===== config.mk =====
export PLATFORM = sky130hd
export DESIGN_NAME = testdrive_interrupt_gen
export DESIGN_NICKNAME = d
export VERILOG_FILES = /design/src/rtl/testdrive_interrupt_gen.sv
export SDC_FILE = /design/constraint.sdc
export NUM_CORES = 1
export LEC_CHECK = 0
export BUFFER_PORTS_ARGS = -buffer_cell sky130_fd_sc_hd__buf_2
export CORE_MARGIN = 5
export CORE_UTILIZATION = 47
export DETAILED_ROUTE_END_ITERATION = 10
export GPL_ROUTABILITY_DRIVEN = 1
export PLACE_DENSITY = 0.83
export SLEW_MARGIN = 20
export SYNTH_ARGS = -nofsm -noshare
export SYNTH_HDL_FRONTEND = slang
export SYNTH_SLANG_ARGS = --single-unit

===== constraint.sdc =====
create_clock -name CLK -period 4.8 [get_ports CLK]
set_input_delay 0.24 -clock CLK [delete_from_list [all_inputs] [get_ports CLK]]
set_output_delay 0.24 -clock CLK [all_outputs]
set_load 0.01 [all_outputs]

===== src/rtl/testdrive_interrupt_gen.sv =====
// Purpose: collects per-source event pulses into pending bits, masks, coalesces and drives INTR.
// Latency: EVENT at edge k sets PENDING at k; with C_COALESCE=1, INTR rises after edge k+1.
// Backpressure: none; events are always accepted, repeats on a pending bit raise OVF instead.
module testdrive_interrupt_gen #(
  parameter int C_SOURCES     = 8,
  parameter int C_COALESCE    = 1,
  parameter int C_TIMEOUT     = 0,
  parameter int C_PULSE_MODE  = 0,
  parameter int C_PULSE_WIDTH = 1,
  parameter logic [C_SOURCES-1:0] C_MASK_RESET = '1
) (
  input  logic                 CLK,
  input  logic                 RST,
  input  logic [C_SOURCES-1:0] EVENT,
  input  logic                 MASK_WE,
  input  logic [C_SOURCES-1:0] MASK_WDATA,
  input  logic                 ACK_EN,
  input  logic [C_SOURCES-1:0] ACK_DATA,
  output logic [C_SOURCES-1:0] MASK,
  output logic [C_SOURCES-1:0] PENDING,
  output logic [C_SOURCES-1:0] OVF,
  output logic                 INTR
);

  typedef enum logic [1:0] {IDLE, GATHER, FIRE, WAIT_CLR} state_t;

  localparam logic [7:0]  COAL     = 8'(C_COALESCE);
  localparam logic [15:0] TMO_LAST = 16'(C_TIMEOUT - 1);
  localparam logic [3:0]  PW       = 4'(C_PULSE_WIDTH);

  state_t               state, state_n;
  logic [7:0]           count, count_base, count_n;
  logic [8:0]           count_sum;
  logic [15:0]          timer;
  logic [3:0]           pcnt;
  logic [C_SOURCES-1:0] ackm, epend, newev;
  logic                 enter_idle;

  function automatic logic [5:0] popcnt(input logic [C_SOURCES-1:0] v);
    logic [5:0] c;
    c = '0;
    for (int i = 0; i < C_SOURCES; i++) c = c + {5'b0, v[i]};
    return c;
  endfunction

  // Service mask, enabled pending view and newly-counted events; a bit being acked counts as idle.
  always_comb begin
    ackm  = ACK_EN ? ACK_DATA : '0;
    epend = PENDING & MASK;
    newev = EVENT & ~(PENDING & ~ackm) & MASK;
  end

  // Next-state decisions, all taken from registered state, count, timer and epend.
  always_comb begin
    state_n = state;
    case (state)
      IDLE: begin
        if (count >= COAL)      state_n = FIRE;
        else if (epend != '0)   state_n = GATHER;
      end
      GATHER: begin
        if (count >= COAL || (C_TIMEOUT != 0 && timer == TMO_LAST)) state_n = FIRE;
        else if (epend == '0)   state_n = IDLE;
      end
      FIRE: begin
        if (C_PULSE_MODE != 0) begin
          if (pcnt == PW) state_n = (epend == '0) ? IDLE : WAIT_CLR;
        end else if (epend == '0) begin
          state_n = IDLE;
        end
      end
      WAIT_CLR: begin
        if (epend == '0)        state_n = IDLE;
      end
      default:                  state_n = IDLE;
    endcase
  end

  // Coalescing count: cleared on entry to IDLE, yet events of that same cycle still land; saturates.
  always_comb begin
    enter_idle = (state_n == IDLE) && (state != IDLE);
    count_base = enter_idle ? 8'd0 : count;
    count_sum  = {1'b0, count_base} + {3'b0, popcnt(newev)};
    count_n    = (count_sum >= {1'b0, COAL}) ? COAL : count_sum[7:0];
  end

  // Register file, FSM state and the registered interrupt output; reset wins over everything.
  always_ff @(posedge CLK) begin
    if (RST) begin
      PENDING <= '0;
      OVF     <= '0;
      MASK    <= C_MASK_RESET;
      INTR    <= 1'b0;
      count   <= '0;
      timer   <= '0;
      pcnt    <= 4'd1;
      state   <= IDLE;
    end else begin
      PENDING <= (PENDING & ~ackm) | EVENT;
      OVF     <= (OVF & ~ackm) | (EVENT & PENDING & ~ackm);
      if (MASK_WE) MASK <= MASK_WDATA;
      count   <= count_n;
      timer   <= (state == GATHER && state_n == GATHER) ? timer + 16'd1 : 16'd0;
      pcnt    <= (state == FIRE) ? pcnt + 4'd1 : 4'd1;
      state   <= state_n;
      INTR    <= (state_n == FIRE);
    end
  end

endmodule


==> run metrics <==
max_cap viols=0; die width=69.9 µm; clk_skew=0.0118 ns; CP arrival=4.51 ns; Critical Path Source Type=flop; Clk pwr share=22.3%; Top FF cell, synth=dfxtp_1; vias in the first global route=1387; multi-input combinational cell area=953 µm²; row count=21; Rel. slew slack=65.4%; largest net degree at the start of global routing=29; Hold EP=OVF[7]; total wire length=3.76 mm; routed via count=1455; Power Dens Cells=326 nW/µm²; root buf cell=clkbuf_4; Flop pwr share=48.8%; synth top area cells=dfxtp_1 (42%), a21oi_1 (6.2%), fa_1 (5.9%); Die ar.=4880 µm²; Post-CTS Setup Repair Bufs=0; Sw Pwr=218 µW; worst vdd ir=0.173 mV; syn_area_per_cell=9.41 µm²; fill count=313; Slew Limit Fails=0; r2r endpoint=count[0]; Post-Synthesis Cells=179; most frequent cells after synthesis=dfxtp_1 (35), a21oi_1 (21), nand2_1 (21); DRT iter0 DRCs=81; GR Util All Layers=16.5%; Core Footprint=3420 µm²; Worst Hold Path Cells=2; critical path class=reg -> reg; Inserted Diodes=0; RSZ-0062 raised after global routing=no; area grow syn2layout=21.8%; Mapped Area=1680 µm²; Remaining DRCs=0; Pre-antenna DRT Iters=5; Final #Nets=277; number of synthesized flops with an enable pin=0; sequential area share after synthesis=41.6%; post-detail-place hpwl=2.93 mm; reg2reg start=count[6]; CTS Buf Count=5; Starting Density=49.3%; Worst-Margin Slew=0.518 ns; wire length of the first global-routing pass=6.47 mm; FF-to-FF path depth=14; layout cell share with drive strength beyond 1=29.3%; required time of the critical path=5.00 ns; switching portion of total power=32.5%; Yosys cell types=39; Max H-tree Level=2; Crit Path Max Fanout=4; post-layout minimum cycle time=4.31 ns; f_max=232 MHz; die height=69.9 µm; leakage power=0.956 nW; CTS tree=done; Worst R2R Setup Slack=0.49 ns; Setup TNS=0 ns; period utilization=89.7%; Max Root-Sink Buffers=2; I/O Pins=53; gp weighted congestion=0.827; YS warnings=0; clock sink total=35; min-delay worst type=in -> reg; count leader, synth=dfxtp_1; port buffer count=52; Synth area leader=dfxtp_1; crit path capture type=flop; Wirelength per Cell=13.2 µm; FF/Latch Area=701 µm²; initial antenna violation count=0; Final setup viols=0; internal power=452 µW; worst hold start=ACK_DATA[7]; Seq cells post-synth=35; post_cts resized=0; run status=finished clean; Clock transition at path regs=0.10 ns; DR vias/cell=5.11; ys async rst share=0%; GRT Residual Overflow=0; Routed Antenna Nets=0; Tot Pwr=670 µW; Post-CTS Hold Fix Bufs=0; clock latency at the later pin of the worst-skew pair=0.34 ns; combinational share of power=28.9%; Synth top area share=41.6%; hold violation total from the final report=0
state kept, by name (all words and copies together), names as in the netlist:
register,cells
MASK,8
OVF,8
PENDING,8
count,8
state,2
INTR,1
per-stage QoR:
step                      hold slack, ns  utilization (%)  instances  cell area (µm²)  setup slack, ns
after floorplan                    0.336                -        185             1710            0.841
after global placement             0.443             58.6        277             2000            0.674
after detailed placement           0.446             58.6        277             2000            0.545
after CTS                         0.0654             60.1        285             2050            0.483
after global routing              0.0623             60.1        285             2050            0.189
final                             0.0848             60.1        285             2050            0.493
metal layers:
layer	global-route usage [%]	vias up	routed length, µm
li1	-	743	-
met1	20.6	649	1640
met2	24.8	52	1730
met3	5.88	11	284
met4	8.94	0	112
met5	0	-	0
final cells by class:
cell class	instances	area share [%]
Clock buffer	7	2.20
Clock inverter	1	0.244
Inverter	8	1.46
Multi-Input combinational cell	136	46.5
Sequential cell	35	34.1
Tap cell	46	2.80
Timing Repair Buffer	52	12.7
kinds of logic (layout without fill, tap and decap cells):
logic type | Yosys count | in the layout | share of synthesized area [%]
simple gates | 62 | 62 | 19.6
compound gates | 53 | 53 | 23.4
flops | 35 | 35 | 41.6
buf+inv | 14 | 68 | 3.12
fa+ha+maj | 11 | 11 | 10.4
xor+xnor | 2 | 2 | 1.04
other cells | 1 | 7 | 0.223
mux | 1 | 1 | 0.594
worst max-delay path by stage:
stage             start  slack (ns)  depth (start not counted)       end
2_1_floorplan  count[6]        0.84                         14  count[0]
3_3_place_gp   count[6]        0.67                         14  count[0]
3_5_place_dp   count[6]        0.54                         14  count[0]
4_1_cts        count[6]        0.48                         14  count[0]
5_1_grt        count[4]        0.19                         14  count[0]
6_report       count[6]        0.49                         14  count[0]
power groups by stage:
stage                     logic, mW  registers, mW  clock network, mW
final                         0.194          0.327              0.150
after global routing          0.222          0.330              0.172
after CTS                     0.196          0.327              0.156
after detailed placement      0.194          0.333                  0
after global placement        0.183          0.332                  0
after floorplan               0.132          0.337                  0
cell usage in the layout, fill, tap and decap left out, drive strengths merged:
| cell type | Yosys | final |
|---|---|---|
| buf | 2 | 52 |
| dfxtp | 35 | 35 |
| a21oi | 23 | 23 |
| nand2 | 21 | 21 |
| nor2b | 13 | 13 |
| nor2 | 13 | 13 |
| inv | 8 | 8 |
| a211oi | 8 | 8 |
| a211o | 8 | 8 |
| conb | 1 | 7 |
| clkbuf | 4 | 7 |
| ha | 6 | 6 |
| nand3 | 6 | 6 |
| fa | 5 | 5 |
| a22oi | 4 | 4 |
| o21ai | 3 | 3 |
| nand2b | 2 | 2 |
| nor4 | 2 | 2 |
| o22ai | 2 | 2 |
| nand4 | 1 | 1 |
| a31oi | 1 | 1 |
| a21o | 1 | 1 |
| and3b | 1 | 1 |
| nor4bb | 1 | 1 |
| o2bb2ai | 1 | 1 |
| a221o | 1 | 1 |
| mux2i | 1 | 1 |
| xnor2 | 1 | 1 |
| xor2 | 1 | 1 |
| a41oi | 1 | 1 |
| nand3b | 1 | 1 |
| nor3 | 1 | 1 |
| clkinv | 0 | 1 |
worst max-delay path, cell delays in order (launching register included):
cell and delay (ns):
dfxtp_1 0.33, nor4_1 0.36, a31oi_1 0.17, o21ai_1 0.22
fa_1 0.45, fa_1 0.54, inv_1 0.06, fa_1 0.56
fa_1 0.21, inv_1 0.07, fa_1 0.41, o21ai_0 0.34
nand2_1 0.11, mux2i_1 0.19, a41oi_2 0.14
Power figures use the tool's default switching activity.
